File: config.mk
export PLATFORM = sky130hd
export DESIGN_NAME = centroid_marker
export DESIGN_NICKNAME = d
export VERILOG_FILES = /design/src/rtl/centroid_marker_pkg.sv /design/src/rtl/centroid_marker_seq_divider.sv /design/src/rtl/centroid_marker.sv
export SDC_FILE = /design/constraint.sdc
export NUM_CORES = 1
export LEC_CHECK = 0
export CORE_MARGIN = 2
export CORE_UTILIZATION = 35
export CTS_CLUSTER_DIAMETER = 80
export DETAILED_ROUTE_END_ITERATION = 16
export PLACE_DENSITY_LB_ADDON = 0.3
export SETUP_SLACK_MARGIN = 0.2
export SLEW_MARGIN = 20
export SYNTH_ARGS = -nofsm -noshare
export SYNTH_HDL_FRONTEND = slang
export SYNTH_SLANG_ARGS = --single-unit
export TNS_END_PERCENT = 1
File: constraint.sdc
create_clock -name clk -period 3.5 [get_ports clk]
set_clock_uncertainty 0.2 [all_clocks]
set_input_delay 1.05 -clock clk [delete_from_list [all_inputs] [get_ports clk]]
set_output_delay 1.05 -clock clk [all_outputs]
set_load 0.005 [all_outputs]
File: src/rtl/centroid_marker_pkg.sv
// Shared definitions for the centroid marker: controller states and default overlay colour.
// Accumulator/divider width note: ACC_W must cover the largest first moment, i.e.
// ACC_W >= log2(H_ACTIVE * V_ACTIVE * max(H_ACTIVE, V_ACTIVE)) + 1.
package centroid_marker_pkg;

   typedef enum logic [1:0] {
      IDLE = 2'd0,
      DIV  = 2'd1,
      DONE = 2'd2
   } state_t;

   localparam logic [23:0] MARK_COLOR_DEFAULT = 24'hFF0000;

endpackage

File: src/rtl/centroid_marker_seq_divider.sv
// Restoring unsigned divider: one quotient bit per clock, W clocks per division.
// Quotient is shifted in over the dividend register; divisor is captured at start.
module seq_divider #(
   parameter int W = 32
) (
   input  logic         clk,
   input  logic         rst_n,
   input  logic         start,
   input  logic [W-1:0] dividend,
   input  logic [W-1:0] divisor,
   output logic         busy,
   output logic         done,
   output logic [W-1:0] quotient
);

   localparam int CNT_W = $clog2(W + 1);

   logic [W-1:0]     rem_reg;
   logic [W-1:0]     quo_reg;
   logic [W-1:0]     dvs_reg;
   logic [CNT_W-1:0] cnt_reg;
   logic [W:0]       rem_shift;
   logic [W:0]       diff;

   // Partial remainder with the next dividend bit shifted in, and the trial subtraction.
   assign rem_shift = {rem_reg, quo_reg[W-1]};
   assign diff      = rem_shift - {1'b0, dvs_reg};
   assign quotient  = quo_reg;

   // Load on start, then one restoring step per clock; done pulses after the last step.
   always_ff @(posedge clk or negedge rst_n) begin
      if (!rst_n) begin
         rem_reg <= '0;
         quo_reg <= '0;
         dvs_reg <= '0;
         cnt_reg <= '0;
         busy    <= 1'b0;
         done    <= 1'b0;
      end else begin
         done <= 1'b0;
         if (start && !busy) begin
            rem_reg <= '0;
            quo_reg <= dividend;
            dvs_reg <= divisor;
            cnt_reg <= CNT_W'(W);
            busy    <= 1'b1;
         end else if (busy) begin
            if (!diff[W]) begin
               rem_reg <= diff[W-1:0];
               quo_reg <= {quo_reg[W-2:0], 1'b1};
            end else begin
               rem_reg <= rem_shift[W-1:0];
               quo_reg <= {quo_reg[W-2:0], 1'b0};
            end
            cnt_reg <= cnt_reg - CNT_W'(1);
            if (cnt_reg == CNT_W'(1)) begin
               busy <= 1'b0;
               done <= 1'b1;
            end
         end
      end
   end

endmodule

File: src/rtl/centroid_marker.sv
// Centroid marker: accumulates mask moments per frame, divides at frame end and
// overlays a cross at the last valid centroid on the (1-clk delayed) video.
module centroid_marker
   import centroid_marker_pkg::*;
#(
   parameter int          H_ACTIVE   = 64,
   parameter int          V_ACTIVE   = 64,
   parameter int          COORD_W    = 11,
   parameter int          ACC_W      = 32,
   parameter int          MIN_AREA   = 16,
   parameter logic [23:0] MARK_COLOR = MARK_COLOR_DEFAULT
) (
   input  logic               clk,
   input  logic               rst_n,
   input  logic               de,
   input  logic               hsync,
   input  logic               vsync,
   input  logic [23:0]        pixel_in,
   output logic               de_out,
   output logic               hsync_out,
   output logic               vsync_out,
   output logic [23:0]        pixel_out,
   output logic [COORD_W-1:0] centroid_x,
   output logic [COORD_W-1:0] centroid_y,
   output logic               found,
   output logic               centroid_valid
);

   logic               de_d_reg;
   logic               vsync_d_reg;
   logic               frame_end_reg;
   logic               de_fall;
   logic               vs_rise;
   logic [COORD_W-1:0] x_reg;
   logic [COORD_W-1:0] y_reg;
   logic [ACC_W-1:0]   m00_reg;
   logic [ACC_W-1:0]   m10_reg;
   logic [ACC_W-1:0]   m01_reg;
   logic [ACC_W-1:0]   area_reg;
   state_t             state_reg;
   state_t             state_next;
   logic               div_start;
   logic [1:0]         div_busy;
   logic [1:0]         div_done;
   logic [ACC_W-1:0]   dividend_arr [2];
   logic [ACC_W-1:0]   quo_arr      [2];
   logic [COORD_W-1:0] coord_sat    [2];

   assign de_fall = de_d_reg & ~de;
   assign vs_rise = vsync & ~vsync_d_reg;

   // Edge-detect history; the frame-end strobe is registered one clock after vsync rises.
   always_ff @(posedge clk or negedge rst_n) begin
      if (!rst_n) begin
         de_d_reg      <= 1'b0;
         vsync_d_reg   <= 1'b0;
         frame_end_reg <= 1'b0;
      end else begin
         de_d_reg      <= de;
         vsync_d_reg   <= vsync;
         frame_end_reg <= vs_rise;
      end
   end

   // Pixel coordinates of the sample on pixel_in; held at the last valid index on overlong input.
   always_ff @(posedge clk or negedge rst_n) begin
      if (!rst_n) begin
         x_reg <= '0;
         y_reg <= '0;
      end else begin
         if (de_fall)
            x_reg <= '0;
         else if (de && x_reg != COORD_W'(H_ACTIVE - 1))
            x_reg <= x_reg + COORD_W'(1);

         if (frame_end_reg)
            y_reg <= '0;
         else if (de_fall && y_reg != COORD_W'(V_ACTIVE - 1))
            y_reg <= y_reg + COORD_W'(1);
      end
   end

   // Moment accumulation; frame end clears, and the area is kept only if a division starts.
   always_ff @(posedge clk or negedge rst_n) begin
      if (!rst_n) begin
         m00_reg  <= '0;
         m10_reg  <= '0;
         m01_reg  <= '0;
         area_reg <= '0;
      end else begin
         if (div_start)
            area_reg <= m00_reg;
         if (frame_end_reg) begin
            m00_reg <= '0;
            m10_reg <= '0;
            m01_reg <= '0;
         end else if (de && pixel_in[0]) begin
            m00_reg <= m00_reg + ACC_W'(1);
            m10_reg <= m10_reg + ACC_W'(x_reg);
            m01_reg <= m01_reg + ACC_W'(y_reg);
         end
      end
   end

   assign dividend_arr[0] = m10_reg;
   assign dividend_arr[1] = m01_reg;

   // Two dividers (x then y) share the start strobe and the area divisor.
   genvar gi;
   generate
      for (gi = 0; gi < 2; gi++) begin : g_div
         seq_divider #(.W(ACC_W)) u_div (
            .clk      (clk),
            .rst_n    (rst_n),
            .start    (div_start),
            .dividend (dividend_arr[gi]),
            .divisor  (m00_reg),
            .busy     (div_busy[gi]),
            .done     (div_done[gi]),
            .quotient (quo_arr[gi])
         );
         // Centroids always fit COORD_W for in-range frames; clamp rather than wrap otherwise.
         assign coord_sat[gi] = (|quo_arr[gi][ACC_W-1:COORD_W]) ? {COORD_W{1'b1}}
                                                                 : quo_arr[gi][COORD_W-1:0];
      end
   endgenerate

   // Controller state register.
   always_ff @(posedge clk or negedge rst_n) begin
      if (!rst_n)
         state_reg <= IDLE;
      else
         state_reg <= state_next;
   end

   // Next state: a frame end only starts a division from IDLE; otherwise that frame is dropped.
   always_comb begin
      state_next = state_reg;
      div_start  = 1'b0;
      case (state_reg)
         IDLE: begin
            if (frame_end_reg && div_busy == 2'b00) begin
               div_start  = 1'b1;
               state_next = DIV;
            end
         end
         DIV: begin
            if (div_done == 2'b11)
               state_next = DONE;
         end
         DONE:    state_next = IDLE;
         default: state_next = IDLE;
      endcase
   end

   // Result registers: coordinates only move for a large-enough object; valid pulses either way.
   always_ff @(posedge clk or negedge rst_n) begin
      if (!rst_n) begin
         centroid_x     <= '0;
         centroid_y     <= '0;
         found          <= 1'b0;
         centroid_valid <= 1'b0;
      end else begin
         centroid_valid <= 1'b0;
         if (state_reg == DONE) begin
            centroid_valid <= 1'b1;
            if (area_reg >= ACC_W'(MIN_AREA) && area_reg != '0) begin
               centroid_x <= coord_sat[0];
               centroid_y <= coord_sat[1];
               found      <= 1'b1;
            end else begin
               found <= 1'b0;
            end
         end
      end
   end

   // Output stage: syncs delayed untouched, pixel replaced by the marker on the cross lines.
   always_ff @(posedge clk or negedge rst_n) begin
      if (!rst_n) begin
         de_out    <= 1'b0;
         hsync_out <= 1'b0;
         vsync_out <= 1'b0;
         pixel_out <= '0;
      end else begin
         de_out    <= de;
         hsync_out <= hsync;
         vsync_out <= vsync;
         if (de && found && (x_reg == centroid_x || y_reg == centroid_y))
            pixel_out <= MARK_COLOR;
         else
            pixel_out <= pixel_in;
      end
   end

endmodule

==> results.ini <==
[critical_path]
timing.rr.start=g_div[1].u_div.dvs_reg[0]
worst-endpoint-required_ns=3.79
worst-path-buf-inv=2
slowest_delay_ns=0.53
cp-end-kind=flop
path_cells=ha_4, inv_2, fa_2, a21oi_2, nand4b_4, a2111o_1, a311oi_4, o211ai_2, a21oi_4, nor3_4, buf_6, or4_4, o211ai_1
cp-startpoint=g_div[1].u_div.dvs_reg[0]
cpLargestDelayFamily=compound AO/OA/AOI/OAI gates
crit_type=reg2reg
cp_max_fo=5
arrival_ns=3.71
crit_path_start_kind=flop
critPathSlowestCell=or4_4

[clock_tree]
clk_latency_ns=0.60
cts_buffers=49
clk_pin_slew_ns=0.06
cts.hold.buffers_added=0
cts_max_level=2
clockBufferDepth=3
clockRootBuffer=clkbuf_16
clock_sinks=408
cts_tree=built

[power_and_ir_drop]
p_total_uw=21600
p_per_area_mw_per_mm2=828
p_leak_uw=0.0120
vdd_drop_max_uv=591

[timing]
tightest_slew_ns=0.876
setup_viol_count_final=0
fmax_mhz=292
fin_crit_sh=0.978
maxSlewViolCount=0
worst_slack_ns=0.0769
finalHoldViolCount=0
relSlewSlack=0.416
rsz0062_at_grt=true
finalCriticalPeriod_ns=3.42

[min_path]
worstHoldPathType=in2async

[global_routing]
grtUsageTotal=0.172
grt_pass1_vias=17870
grt_pass1_wl_um=91900
grt_remaining_overflow=0
antenna_found_initial=0
grt_max_degree=96

[floorplan]
pin_count=80
die_area_mm2=0.0648
core_mm2=0.0619
initial_core_util=0.355
num_rows=91
fp.dieH_um=255
die_w_um=255

[cells_and_area]
antenna_cells=0
drive_gt1_frac=0.100
nets=2607
fin_cells=3358
area_delta_synth_final_pct=18.7
final_design_area_no_fill_mm2=0.0261

[synthesis]
ys_top_cells_by_area=dfrtp_1 46%, nand2_1 7.2%, ha_1 5.3%
synth_seq_area_share=0.464
synth_seq_cells=408
synthCells=2375
syn_area_per_cell_um2=9.26
synth_cell_type_count=72
synth.largest_area_cell=dfrtp_1
synth_nets=2501
syn_area_mm2=0.0220
yosysWarnings=0
yosysMostFrequentCell=nand2_1
ys_top_cells_by_count=419 x nand2_1, 408 x dfrtp_1, 141 x nor2_1, 122 x a21oi_1, 117 x inv_1
synth_flop_cell=dfrtp_1
synth_top_area_share=0.464
synthArstFlopShare=1.00
synth_edf_count=0

[job]
drv_cap=0

[placed_design]
place.gp.congestion=0.861
io_buffers=79
dp_hpwl_um=37400
dp.cells=3257
dp_slack_ns=-0.277
placed_cell_area_mm2=0.0242

[drt]
drcViolationCount=0
num_vias=17801
drtIter0Drc=1236
first_pass_iters=5
drt_wl_total_um=55100
via_per_inst=5.30
ant_nets=0
post_drt_wl_per_cell_um=16.4

[status]
status=completed

## placed cells by master, fill, tap and decap left out, drive strengths merged, types with 6 or more instances in the layout
cell type | netlist | layout
nor4 | 37 | 37
o211ai | 16 | 16
clkdlybuf4s50 | 0 | 78
a311o | 24 | 24
xnor2 | 79 | 79
nor4b | 7 | 7
a21boi | 7 | 7
a21o | 36 | 36
nor2b | 32 | 32
clkbuf | 104 | 73
o21ai | 119 | 119
or4 | 28 | 28
o22ai | 6 | 6
a22oi | 63 | 63
a31oi | 30 | 30
buf | 21 | 100
nor3 | 28 | 28
o21bai | 14 | 14
clkinv | 1 | 14
dfrtp | 408 | 408
inv | 118 | 123
nand2b | 11 | 11
o21a | 13 | 13
nand4 | 26 | 26
a311oi | 20 | 20
a21oi | 123 | 123
o31ai | 20 | 20
or2 | 15 | 15
mux2i | 46 | 46
or3 | 15 | 15
a211oi | 16 | 16
and4 | 9 | 9
ha | 93 | 93
and3 | 49 | 49
xor2 | 82 | 82
nand2 | 419 | 419
nor2 | 141 | 141
nand3 | 42 | 42
## path summary, 6_finish.rpt
path / to / slack, ns / depth (start not counted)
max in group asynchronous: frame_end_reg / 2.08 / 2
min in group clk: frame_end_reg / 0.23 / 1
max: g_div[1].u_div.rem_reg[31] / 0.08 / 13
max reg2reg: g_div[1].u_div.rem_reg[31] / 0.08 / 13
min reg2reg: frame_end_reg / 0.23 / 1
min: g_div[0].u_div.rem_reg[23] / 0.12 / 1
## layer usage
metal  up-vias  global-route usage  wire (um)
met5         -                   0          0
met4         0              0.0483       1180
met3        79              0.0309       2760
met2       410               0.284      25700
met1      8718               0.232      25400
li1       8594                   -          -
## timing repair
| item | in CTS | in global routing |
|---|---|---|
| cloned | 1 | 1 |
| endpoints found under the setup margin | 79 | 89 |
| buffers inserted | 8 | 0 |
| gates resized for setup | 21 | 23 |
| pin swaps | 21 | 18 |
## cells by family after synthesis
group | synth area share
XOR/XNOR | 0.0641
AND/OR/NAND/NOR | 0.186
flip-flops | 0.464
AO/OA/AOI/OAI | 0.164
multiplexers | 0.0220
adder cells (fa/ha/maj) | 0.0566
buffers and inverters | 0.0430
## report_power, final
group | switching [uW] | total, uW | internal (uW)
clock network | 2120 | 5140 | 3020
logic | 5540 | 10100 | 4540
registers | 764 | 6380 | 5620
## through the flow
| stage | setup TNS (ns) | utilization | hold slack (ns) |
|---|---|---|---|
| global route | -1.08 | 0.421 | 0.121 |
| floorplan | 0 | - | 0.227 |
| global placement | -1.44 | 0.390 | 0.215 |
| CTS | 0 | 0.420 | 0.105 |
| finish | 0 | 0.421 | 0.121 |
| detailed placement | -4.04 | 0.390 | 0.222 |
## layout make-up
type,count,area (um2)
clock buffers,71,1470
multi-input cells,1723,11000
inverters,119,447
fillers,6017,35800
repair buffers,180,1720
well taps,837,1050
clock inverters,20,189
flip-flops and latches,408,10200
No activity file was read; power rests on OpenSTA's default activity.
